--- src/rtl/cla_mp_seq.sv ---
// Multi-precision add/subtract sequencer: streams 32-bit limbs through one cla_32bit, LSB limb first.
// Optional signed-overflow flag is built only when CLA_SEQ_OVF_EN is defined.

module cla_32bit (
    input  logic [31:0] a,
    input  logic [31:0] b,
    input  logic        carry_start,
    output logic [31:0] sum,
    output logic        carry_out
);

    logic [31:0] g;
    logic [31:0] p;
    logic [31:0] c;
    logic [7:0]  grp_g;
    logic [7:0]  grp_p;
    logic [8:0]  grp_c;

    assign g = a & b;
    assign p = a ^ b;

    // Full lookahead inside each nibble; nibble carries chain through group generate/propagate.
    always_comb begin
        grp_g    = '0;
        grp_p    = '0;
        grp_c    = '0;
        grp_c[0] = carry_start;
        for (int j = 0; j < 8; j++) begin
            grp_g[j] = g[4*j+3]
                     | (p[4*j+3] & g[4*j+2])
                     | (p[4*j+3] & p[4*j+2] & g[4*j+1])
                     | (p[4*j+3] & p[4*j+2] & p[4*j+1] & g[4*j]);
            grp_p[j] = p[4*j+3] & p[4*j+2] & p[4*j+1] & p[4*j];
            grp_c[j+1] = grp_g[j] | (grp_p[j] & grp_c[j]);
        end
    end

    always_comb begin
        c = '0;
        for (int j = 0; j < 8; j++) begin
            c[4*j]   = grp_c[j];
            c[4*j+1] = g[4*j] | (p[4*j] & grp_c[j]);
            c[4*j+2] = g[4*j+1]
                     | (p[4*j+1] & g[4*j])
                     | (p[4*j+1] & p[4*j] & grp_c[j]);
            c[4*j+3] = g[4*j+2]
                     | (p[4*j+2] & g[4*j+1])
                     | (p[4*j+2] & p[4*j+1] & g[4*j])
                     | (p[4*j+2] & p[4*j+1] & p[4*j] & grp_c[j]);
        end
    end

    assign sum       = p ^ c;
    assign carry_out = grp_c[8];

endmodule

module cla_mp_seq #(
    parameter int WORDS = 4,
    parameter int IW    = 2
) (
    input  logic                  clk,
    input  logic                  rst_n,
    input  logic                  start,
    input  logic                  sub,
    input  logic [32*WORDS-1:0]   a,
    input  logic [32*WORDS-1:0]   b,
    output logic                  busy,
    output logic                  done,
    output logic [32*WORDS-1:0]   result,
    output logic                  carry_out,
    output logic                  overflow
);

    localparam logic [0:0]    ST_IDLE  = 1'b0;
    localparam logic [0:0]    ST_RUN   = 1'b1;
    localparam int            MSB      = 32*WORDS-1;
    localparam logic [IW-1:0] LAST_IDX = IW'(WORDS-1);

    logic [0:0]          state;
    logic [IW-1:0]       idx;
    logic                carry_reg;
    logic [32*WORDS-1:0] a_lat;
    logic [32*WORDS-1:0] b_lat;
    logic [31:0]         a_limb;
    logic [31:0]         b_limb;
    logic [31:0]         limb_sum;
    logic                limb_carry;

    // b_lat already holds ~b for subtraction, so the adder only ever adds.
    assign a_limb = a_lat[{idx, 5'd0} +: 32];
    assign b_limb = b_lat[{idx, 5'd0} +: 32];
    assign busy   = (state == ST_RUN);

    cla_32bit u_cla (
        .a           (a_limb),
        .b           (b_limb),
        .carry_start (carry_reg),
        .sum         (limb_sum),
        .carry_out   (limb_carry)
    );

    always_ff @(posedge clk) begin
        if (!rst_n) begin
            state     <= ST_IDLE;
            idx       <= '0;
            carry_reg <= 1'b0;
            a_lat     <= '0;
            b_lat     <= '0;
            result    <= '0;
            carry_out <= 1'b0;
            done      <= 1'b0;
        end else begin
            done <= 1'b0;
            case (state)
                ST_IDLE: begin
                    if (start) begin
                        a_lat     <= a;
                        b_lat     <= sub ? ~b : b;
                        carry_reg <= sub;
                        idx       <= '0;
                        state     <= ST_RUN;
                    end
                end
                default: begin
                    result[{idx, 5'd0} +: 32] <= limb_sum;
                    carry_reg                 <= limb_carry;
                    if (idx == LAST_IDX) begin
                        state     <= ST_IDLE;
                        done      <= 1'b1;
                        carry_out <= limb_carry;
                    end else begin
                        idx <= idx + 1'b1;
                    end
                end
            endcase
        end
    end

`ifdef CLA_SEQ_OVF_EN
    // Signed overflow: both operands disagree in sign with the final sum.
    always_ff @(posedge clk) begin
        if (!rst_n) begin
            overflow <= 1'b0;
        end else if (state == ST_IDLE && start) begin
            overflow <= 1'b0;
        end else if (state == ST_RUN && idx == LAST_IDX) begin
            overflow <= (a_lat[MSB] ^ limb_sum[31]) & (b_lat[MSB] ^ limb_sum[31]);
        end
    end
`else
    assign overflow = 1'b0;
`endif

endmodule

--- config.mk ---
export PLATFORM = sky130hd
export DESIGN_NAME = cla_mp_seq
export DESIGN_NICKNAME = d
export VERILOG_FILES = /design/src/rtl/cla_mp_seq.sv
export SDC_FILE = /design/constraint.sdc
export NUM_CORES = 1
export LEC_CHECK = 0
export ABC_AREA = 0
export BUFFER_PORTS_ARGS = -buffer_cell sky130_fd_sc_hd__buf_4
export CORE_ASPECT_RATIO = 2
export CORE_MARGIN = 5
export CORE_UTILIZATION = 45
export DETAILED_ROUTE_END_ITERATION = 16
export PLACE_DENSITY = 0.67
export SLEW_MARGIN = 5
export SYNTH_ARGS = -nofsm -noshare
export SYNTH_HDL_FRONTEND = slang
export SYNTH_SLANG_ARGS = --single-unit
--- constraint.sdc ---
create_clock -name clk -period 11.76 [get_ports clk]
set_input_delay 2.352 -clock clk [delete_from_list [all_inputs] [get_ports clk]]
set_output_delay 2.352 -clock clk [all_outputs]
set_load 0.03 [all_outputs]
# Word level (Yosys, flattened, before mapping)
# Cells that the tools add are included.
# word_totals
reg_bits	390
latch_bits	0
output_inout_bits	132
romBits	0
in_bits	260
n_memories	0
mem_bits_rw	0
# op_classes
addsub	2
shifts	4
mul	0
n_reduce_logical	5
muxes	11
n_eq_ne	2
bitwise_logic	213
order_cmp	0
div_mod_pow	0
# op_table
op	n
128-bit by 8-bit variable part select with 32-bit output	2
1-bit AND	128
128-bit bitwise mux	1
128-bit two-way mux	1
128-bit inverter	1
32-bit by 9-bit variable shift with 128-bit output, first input constant	1
32-bit by 9-bit variable part select with 128-bit output	1
1-bit OR	80
32-bit bitwise XOR	2
32-bit AND	1
7-bit negation with 9-bit output	1
2-bit AND reduction	4
1-bit two-way mux	6
2-bit two-way mux	3
2-bit by 1-bit adder with 2-bit output, second input constant	1
2-bit equality test, second input constant	1
2-bit != test, second input constant	1
2-bit nonzero test	1
1-bit inverter	1

# Logic depth before layout (Yosys ltp)
# Gate-level depths: netlist of run 1.
# depth
depth_word	24
ltp_mapped	18

# Hierarchy
# Synthesis of run 1 repeated with hierarchy kept, for this count alone.
# unflattened
cells_unflattened	1883
area_unflattened_um2	18545.3
# modules_own_cells
module	cells_per_inst	n_inst	area_each_um2
cla_mp_seq	1730	1	17241.5
cla_32bit	153	1	1303.8

# Worst setup path before layout of run 1
# Ideal clock, no wire load.
# synth_timing
kind	register to register
start	register idx[0]
end	register result[25]
setup_ns	0.128
n_path_buf	5
arrival_ns	4.648
path_stages_with_launch	19
period_less_slack_ns	4.776
setup_slack_ns	6.984
t_required_ns	11.632
path_cell_list	dfxtp_1 -> clkbuf_1 -> buf_2 -> buf_1 -> clkbuf_1 -> mux4_2 -> ha_1 -> and3_1 -> a2111o_1 -> nand3_1 -> a211o_1 -> and2_4 -> buf_6 -> o221a_4 -> o21bai_1 -> fa_1 -> xor2_1 -> a22oi_1 -> nor2_1
# synth_between
elab_chain_cells	24
elab_cells_between_ends	206
classes_between	add/sub (1); shift (4); mux (1); bitwise (200)
# synth_rtl
element	line	text
from (decl)	81	logic [IW-1:0] idx;
from (signal assigned)	133	idx <= idx + 1'b1;
128-bit by 8-bit variable part select with 32-bit output (on tied branches)	91, 92	
32-bit bitwise XOR or 32-bit AND (tied branches)	20, 19	
1-bit AND (on tied branches)	-	
1-bit OR, or another cell as far along	30	| (p[4*j+3] & g[4*j+2])
1-bit OR, or another cell as far along	31	| (p[4*j+3] & p[4*j+2] & g[4*j+1])
1-bit OR or 1-bit AND (tied branches)	32, 34	
1-bit OR	34	grp_c[j+1] = grp_g[j] | (grp_p[j] & grp_c[j]);
1-bit AND	34	
[... 8 more ...]	-	
1-bit OR	34	
1-bit AND	34	
1-bit OR	34	
1-bit AND (on tied branches)	42, 45, 49	
1-bit OR (on tied branches)	42, 45, 49	
32-bit bitwise XOR	53	assign sum = p ^ c;
32-bit by 9-bit variable part select with 128-bit output	126	result[{idx, 5'd0} +: 32] <= limb_sum;
128-bit bitwise mux (*)	126	
to (signal, indexed assignment)	126	
to (decl)	70	output logic [32*WORDS-1:0] result,
# Mark *: on every way between the ends. The rest lies on a longest branch, timed or not.
# A chain may end at the register's enable or synchronous reset.

# Final worst setup path of run 1
# layout_timing
start	register idx[0]
end	register result[61]
# The elaborated chain is that of the path after synthesis.

==> results.ini, run 1 <==
[timing]
fin_crit_ps = 5410
maxSlewHeadroom_pct = 19.9
finalCritPeriodShare_pct = 46.0
finalHoldViolCount = 0
final-setup-viol-count = 0
setup-tns-final_ps = 0
skew_ps = 13.1
final-max-slew-violation-count = 0
max_freq_mhz = 185
rsz0062_at_grt = false
tightest_slew_ps = 1200

[clock_network]
holdBufCountCts = 0
insertion_delay_ps = 530
cts_resized = 0
cts-root-buf = clkbuf_16
cts_tree = built
post_cts_buffers = 0
clkTransAtPathRegs_ps = 70
cts_made_buffers = 35
htree_levels = 2
cts_buffer_depth = 3
cts_sinks = 390

[floorplanning]
die_w_um = 149
initial_core_util_pct = 45.7
die_y_um = 288
die-area_um2 = 42900
core-area_um2 = 38000
io-pin-count = 392
rows = 101

[power_and_ir_drop]
power.total_mw = 3.16
p_sw_uw = 823
p_leak_nw = 8.66
p_sw_share_pct = 26.1
power_frac_clock_pct = 38.4
p_int_mw = 2.33
power_density_nw_per_um2 = 145
comb_power_share_pct = 16.2
p_seq_share_pct = 45.4
ir_drop_mv = 0.0875

[outcome]
outcome = finished clean

[detailed_routing]
drt_pre_antenna_iters = 5
drt_iter0_drc = 757
top_layer_used = met4
ant_nets = 0
drt_wl_total_mm = 53.3
routed-wl-met2_mm = 28.0
post_drt_via_cell_ratio = 5.44
wl_met3_mm = 2.79
wl_per_cell_um = 19.8
wl_met1_mm = 19.5
route.detailed.drc = 0
vias = 14700

[min_path]
hp-start = a_lat[32]
min-delay-path-class = register to register

[worst_setup_path]
reg2reg_from = idx[0]
start_kind = register
r2r_setup_slack_ps = 6350
crit_path_end = result[61]
critPathLaunch = idx[0]
worstPathMaxFanout = 39
r2r_cells = 15
path_class = register to register
rr_endpoint = result[61]
cp.required_ps = 12210
worst_ep_arrival_time_ps = 5870
end_kind = register

[global_route]
grt_pass1_vias = 14600
track_usage_pct = 24.1
grt.overflow.total = 0
grt_max_degree = 266
grt_pass1_wl_mm = 81.1
antenna_found_initial = 2

[cells_and_area]
area_delta_synth_final_pct = 25.2
final_util_pct = 57.1
nets = 2464
reg_top3 = a_lat (128), b_lat (128), result (128)
layoutNonFillerInstCount = 2698
n_fill_cell = 3473
drive_above_1_share_pct = 25.3

[yosys]
synth_edf_count = 0
yosys_warnings = 0
ys_seq_area_share_pct = 45.0
mappedNetlistArea_um2 = 17400
syn_nets = 2178
synth.ff_latch_count = 390
synth.distinct_cells = 69
synthFlopType = dfxtp_1
postSynth.asyncResetShare_pct = 0
syn_avg_cell_area_um2 = 9.28
syn_inst = 1872

[placed_design]
dp_hpwl_mm = 39.7
dp_cells = 2636
gp_congestion = 0.833
io_buffers = 390

[job]
max_cap_violations = 0

## synthesized netlist by cell type (3+ instances only)
cell type	count	share of area [%]
dfxtp_1	390	45
nand2_1	274	5.9
nor2_1	242	5.2
a21oi_1	157	4.5
clkbuf_1	138	3.0
xnor2_1	131	6.6
a211oi_1	128	5.5
a22oi_1	84	3.6
mux4_2	64	8.3
ha_1	38	2.7
nand3_1	38	1.1
o21ai_0	22	0.63
buf_1	14	0.30
xor2_1	14	0.71
a21o_1	11	0.48
inv_1	10	0.22
a311o_1	8	0.46
fa_1	8	0.92
and3_1	6	0.22
nand4_1	6	0.22
a31o_2	5	0.25
nand2b_1	5	0.18
nor2b_1	5	0.18
a32oi_1	4	0.20
and4_1	4	0.20
buf_2	4	0.12
nor3_1	4	0.12
nor4_1	4	0.14
o311ai_1	4	0.20
and2_1	3	0.11
nor3b_1	3	0.13
o21ai_1	3	0.086
## logic make-up after synthesis
family,Yosys count,synth area share [%]
fa+ha+maj,46,3.66
mux,66,8.42
compound gates,449,17.5
xor+xnor,145,7.31
other cells,1,0.0216
simple gates,605,14.4
flops,390,45.0
buf+inv,170,3.77
## metrics by stage
| step | setup slack (ps) | area, um2 | hold slack (ps) |
|---|---|---|---|
| floorplan | 6980 | 17400 | 433 |
| global placement | 6300 | 20500 | 439 |
| detailed placement | 6240 | 20500 | 444 |
| CTS | 6340 | 21700 | 453 |
| global route | 5970 | 21700 | 474 |
| finish | 6350 | 21700 | 453 |
## metal layers
layer | vias up | global-route usage, %
li1 | 7159 | -
met1 | 6902 | 27.7
met2 | 515 | 43.3
met3 | 113 | 2.80
met4 | 0 | 12.5
met5 | - | 0
## final cells by class
cell class	count	area, um2	area share (%)
sequential	390	7820	36.0
inverter	12	52.6	0.242
multi-input combinational	1312	8940	41.1
tap	515	644	2.96
clock buffer	51	1040	4.78
antenna	2	5.00	0.0230
timing repair buffer	407	3070	14.1
clock inverter	9	170	0.783
## power by group through the flow
stage / clock network, mW / registers [mW] / logic [mW]
after floorplan: 0 / 1.46 / 0.315
after global routing: 1.29 / 1.44 / 0.559
final: 1.21 / 1.43 / 0.512
after global placement: 0 / 1.46 / 0.504
after CTS: 1.23 / 1.43 / 0.514
after detailed placement: 0 / 1.46 / 0.513
## critical path: stages, from the launching register on
cell and delay [ps]:
dfxtp_4 780, buf_4 730, mux4_2 630, ha_1 370
a21oi_1 90, o21ai_0 480, a21oi_1 150, a211o_1 340
a21boi_1 210, o21ai_0 230, nand2b_1 140, a21oi_1 100
fa_1 460, xnor2_1 380, a22oi_1 120, nor2_1 100
## layout by cell type, fill, tap and decap left out, drive strengths merged, types with 6 or more instances in the layout
master and count:
nor2 243, nand2 274, o21ai 26, fa 8
and3 6, nand3 38, a22oi 84, buf 407
a21oi 158, inv 12, ha 38, clkbuf 51
a311o 8, o311ai 6, mux4 64, dfxtp 390
nand4 6, xnor2 131, a21o 11, a211oi 128
and4 6, xor2 14
## worst min-delay path by stage
stage                             to  slack [ps]  depth (start not counted)
after CTS                  a_lat[99]         450                          2
after floorplan            a_lat[32]         430                          2
after detailed placement   a_lat[94]         440                          2
after global routing      a_lat[124]         470                          2
final                      a_lat[32]         450                          2
after global placement    a_lat[118]         440                          2
Power figures use the tool's default switching activity.
==> run 2: changes to the inputs <==
--- a/config.mk
+++ b/config.mk
@@ -11,7 +11,7 @@
 export CORE_MARGIN = 5
 export CORE_UTILIZATION = 45
 export DETAILED_ROUTE_END_ITERATION = 16
-export PLACE_DENSITY = 0.67
+export PLACE_DENSITY = 0.7
 export SLEW_MARGIN = 5
 export SYNTH_ARGS = -nofsm -noshare
 export SYNTH_HDL_FRONTEND = slang
==> constraint.sdc (replaced) <==
create_clock -name clk -period 4.8 [get_ports clk]
set_input_delay 0.96 -clock clk [delete_from_list [all_inputs] [get_ports clk]]
set_output_delay 0.96 -clock clk [all_outputs]
set_load 0.03 [all_outputs]
==> results.ini, run 2 (synthesis results as in run 1) <==
[floorplanning]
initial_core_util_pct = 45.7
die-area_um2 = 42900
die_w_um = 149
io-pin-count = 392
core-area_um2 = 38000
rows = 101
die_y_um = 288

[cells_and_area]
reg_top3 = a_lat (128), b_lat (128), result (128)
final_cell_mix = buf_4, dfxtp_1, nand2_1, nor2_1, a21oi_1
final_util_pct = 57.6
nets = 2476
final_common_cell = buf_4
area_delta_synth_final_pct = 26.2
drive_above_1_share_pct = 25.8

[worst_setup_path]
slowest_delay_ps = 550
cp.required_ps = 5250
cp_slowest_cell = dfxtp_4
crit_top_cell = a21oi_1
start_kind = register
path_class = register to register
worst_ep_arrival_time_ps = 4850
end_kind = register
crit_chain = buf_4 > buf_12 > mux4_2 > ha_1 > a21o_1 > a21o_1 > a21oi_1 > o31a_1 > a21boi_1 > o21ai_1 > nand2b_1 > a21oi_1 > fa_1 > nor2_1 > a21oi_1 > nor2_1
worstPathMaxFanout = 18

[timing]
setup_slack_ps = 398
maxSlewHeadroom_pct = 42.2
setup-tns-final_ps = 0
finalHoldViolCount = 0
tightest_slew_ps = 867
final-setup-viol-count = 0
final-max-slew-violation-count = 0
finalCritPeriodShare_pct = 91.7
fin_crit_ps = 4400
max_freq_mhz = 227
rsz0062_at_grt = false
timing.hold.ws_ps = 453
skew_ps = 22.8

[job]
max_cap_violations = 0

[clock_network]
insertion_delay_ps = 530
cts_made_buffers = 35
cts_buffer_depth = 3
cts-root-buf = clkbuf_16
cts_tree = built
htree_levels = 2
cts_sinks = 390
holdBufCountCts = 0
clkTransAtPathRegs_ps = 70

[power_and_ir_drop]
power_frac_clock_pct = 37.4
comb_power_share_pct = 16.7
ir_drop_mv = 0.212
p_leak_nw = 8.74
p_int_mw = 5.60
p_sw_mw = 2.08
p_sw_share_pct = 27.1
power_density_nw_per_um2 = 350
p_seq_share_pct = 45.9

[global_route]
grt_pass1_wl_mm = 84.0
grt.overflow.total = 0
grt_pass1_vias = 15000
antenna_found_initial = 1
grt_max_degree = 141
track_usage_pct = 24.8

[detailed_routing]
wl_per_cell_um = 20.4
post_drt_via_cell_ratio = 5.54
ant_nets = 0
drt_iter0_drc = 818
vias = 15000
drt_pre_antenna_iters = 7
drt_wl_total_mm = 55.3
route.detailed.drc = 0

[min_path]
min-delay-path-class = register to register

[placed_design]
dp_hpwl_mm = 42.2
io_buffers = 390
post-place-ws_ps = 165
gp_congestion = 0.911

[outcome]
outcome = finished clean

==> run 2: changes by cell type in the layout (fill, tap and decap cells not counted), moves of 2 or more <==
cell / delta
buf_4: +2
clkinvlp_4: +3
clkbuf_1: -2
buf_12: +9
bufinv_16: -3
==> run 2: final cells by class <==
cell class                 count  area (um2)
fill                        3319       16100
multi-input combinational   1312        8940
sequential                   390        7820
timing repair buffer         419        3280
clock buffer                  49        1040
tap                          515         644
clock inverter                12         128
inverter                      12        52.6
antenna                        1        2.50
==> run 2: layer usage <==
metal	vias to the layer above	GRT usage (%)	routed length, um
met1	7098	28.5	20200
met5	-	0	0
met3	150	3.02	3030
met4	0	14.8	3710
met2	573	43.8	28400
li1	7181	-	-
==> run 2: worst paths after layout <==
path | from | endpoint | slack, ps | depth (start not counted)
setup / recovery | idx[0] | result[92] | 400 | 16
hold / removal | a_lat[85] | a_lat[85] | 450 | 2
setup reg to reg | idx[0] | result[92] | 400 | 16
hold reg to reg | a_lat[85] | a_lat[85] | 450 | 2
==> run 2: through the flow <==
stage	instances	area (um2)	total power, mW
2_1_floorplan	1872	17400	4.34
3_3_place_gp	2647	20700	4.85
3_5_place_dp	2647	20700	4.88
4_1_cts	2708	21900	7.73
5_1_grt	2710	21900	7.97
6_report	2710	21900	7.67
==> run 2: power by group through the flow <==
stage	Combinational, mW	Clock [mW]	Sequential, mW
6_report	1.28	2.87	3.52
5_1_grt	1.40	3.04	3.54
4_1_cts	1.28	2.92	3.52
3_5_place_dp	1.28	0	3.60
3_3_place_gp	1.25	0	3.59
2_1_floorplan	0.772	0	3.57
==> run 2: repair_timing <==
| action | 4_1_cts | 5_1_grt |
|---|---|---|
| gates resized for setup | 0 | 2 |
| setup endpoints to repair | 0 | 11 |
| buffers inserted | 0 | 1 |
==> run 2: worst max-delay path, delay by kind of cell (launching register included) <==
family	cells	cell delay (ps)
AO/OA/AOI/OAI	8	1550
adder cells (fa/ha/maj)	2	870
flip-flops	1	550
multiplexers	1	520
buffers and inverters	2	460
AND/OR/NAND/NOR	3	350
==> run 3: changes to the inputs <==
==> constraint.sdc (replaced) <==
create_clock -name clk -period 4.8 [get_ports clk]
set_input_delay 0.48 -clock clk [delete_from_list [all_inputs] [get_ports clk]]
set_output_delay 0.48 -clock clk [all_outputs]
set_load 0.03 [all_outputs]
==> results.ini, run 3 (synthesis results as in run 1) <==
[outcome]
outcome = finished clean

[timing]
fin_crit_ps = 4430
setup_slack_ps = 368
skew_ps = 18.8
finalHoldViolCount = 0
rsz0062_at_grt = false
max_freq_mhz = 226
final-setup-viol-count = 0
final-max-slew-violation-count = 0
setup-tns-final_ps = 0
tightest_slew_ps = 978
finalCritPeriodShare_pct = 92.3
maxSlewHeadroom_pct = 34.8

[power_and_ir_drop]
p_leak_nw = 8.71
power_density_nw_per_um2 = 350
p_sw_share_pct = 27.2
p_sw_mw = 2.07
p_int_mw = 5.55
power.total_mw = 7.62
p_seq_share_pct = 46.2
ir_drop_mv = 0.214
power_frac_clock_pct = 37.1
comb_power_share_pct = 16.7

[detailed_routing]
vias = 14900
wl_per_cell_um = 20.3
route.detailed.drc = 0
drt_pre_antenna_iters = 5
drt_wl_total_mm = 55.0
post_drt_via_cell_ratio = 5.50
drt_iter0_drc = 878
ant_nets = 0

[worst_setup_path]
cp.required_ps = 5260
r2r_setup_slack_ps = 370
start_kind = register
worstPathMaxFanout = 15
end_kind = register
worst_ep_arrival_time_ps = 4890
path_class = register to register

[cells_and_area]
seq_area_um2 = 7820
nets = 2474
final_cell_mix = buf_4, dfxtp_1, nand2_1, nor2_1, a21oi_1
reg_top3 = a_lat (128), b_lat (128), result (128)
final_common_cell = buf_4
n_fill_cell = 3393
drive_above_1_share_pct = 25.7
multi_input_area_um2 = 8940
final_cell_area_um2 = 21800
area_delta_synth_final_pct = 25.6

[global_route]
grt_max_degree = 198
antenna_found_initial = 1
track_usage_pct = 24.6
grt_pass1_wl_mm = 83.1
grt_pass1_vias = 15100
grt.overflow.total = 0

[clock_network]
cts_made_buffers = 35
insertion_delay_ps = 530
cts-root-buf = clkbuf_16
htree_levels = 2
holdBufCountCts = 0
cts_buffer_depth = 3
cts_tree = built
cts_sinks = 390
clkTransAtPathRegs_ps = 70

[job]
max_cap_violations = 0

[floorplanning]
initial_core_util_pct = 45.7
die-area_um2 = 42900
rows = 101
io-pin-count = 392
die_w_um = 149
die_y_um = 288
core-area_um2 = 38000

[placed_design]
io_buffers = 390
gp_congestion = 0.872
post-place-ws_ps = 164
placed_cell_area_um2 = 20600
dp_hpwl_mm = 41.7

[min_path]
min-delay-path-class = input pin to register

run 3: cell count changes in the layout (fill, tap and decap cells not counted), sizes merged:
cell      previous run  this run
buf                419       416
bufinv               2         1
clkbuf              49        54
clkinv               6         8
clkinvlp             3         1
inv                 13        12
run 3: metal layers:
layer | wire (um) | vias up | track usage (%)
met5 | 0 | - | 0
met1 | 20600 | 7018 | 28.0
met4 | 3580 | 0 | 14.8
met3 | 2780 | 153 | 3.17
li1 | - | 7184 | -
met2 | 28000 | 557 | 43.4
run 3: layout make-up:
| cell class | instances | share of cell area, % |
|---|---|---|
| Inverter | 12 | 0.241 |
| Sequential cell | 390 | 35.8 |
| Timing Repair Buffer | 417 | 14.7 |
| Multi-Input combinational cell | 1312 | 41.0 |
| Clock buffer | 53 | 4.89 |
| Tap cell | 515 | 2.95 |
| Clock inverter | 10 | 0.373 |
| Antenna cell | 1 | 0.0115 |
run 3: what timing repair did:
action	in CTS	in global routing
resized for setup	0	1
setup endpoints to repair	0	8
buffers inserted	0	1
run 3: worst paths after layout:
path | from | to | cells past startpoint
max | idx[0] | result[29] | 15
min | a[102] | a_lat[102] | 3
max reg2reg | idx[0] | result[29] | 15
min reg2reg | a_lat[90] | a_lat[90] | 2
run 3: worst max-delay path: stages, from the launching register on:
cell      delay [ps]
dfxtp_4          540
buf_4            250
buf_12           180
buf_4            180
mux4_2           500
ha_1             480
nand3_1          160
o31a_1           340
a21boi_1         240
o21ai_1          200
nand2b_1         130
a21oi_1          100
fa_1             440
xnor2_1          370
a22oi_1          120
nor2_1           110
run 3: through the flow:
step | cells | hold WS (ps) | utilization [%]
2_1_floorplan | 1872 | 433 | -
3_3_place_gp | 2645 | 441 | 54.3
3_5_place_dp | 2645 | 445 | 54.3
4_1_cts | 2708 | 185 | 57.3
5_1_grt | 2710 | 202 | 57.3
6_report | 2710 | 196 | 57.3
run 3: power by group through the flow:
stage / clock, mW / combinational [mW] / sequential, mW
after floorplan: 0 / 0.772 / 3.57
after global placement: 0 / 1.24 / 3.60
after detailed placement: 0 / 1.27 / 3.60
after CTS: 2.86 / 1.27 / 3.52
after global routing: 2.99 / 1.38 / 3.54
final: 2.83 / 1.27 / 3.52
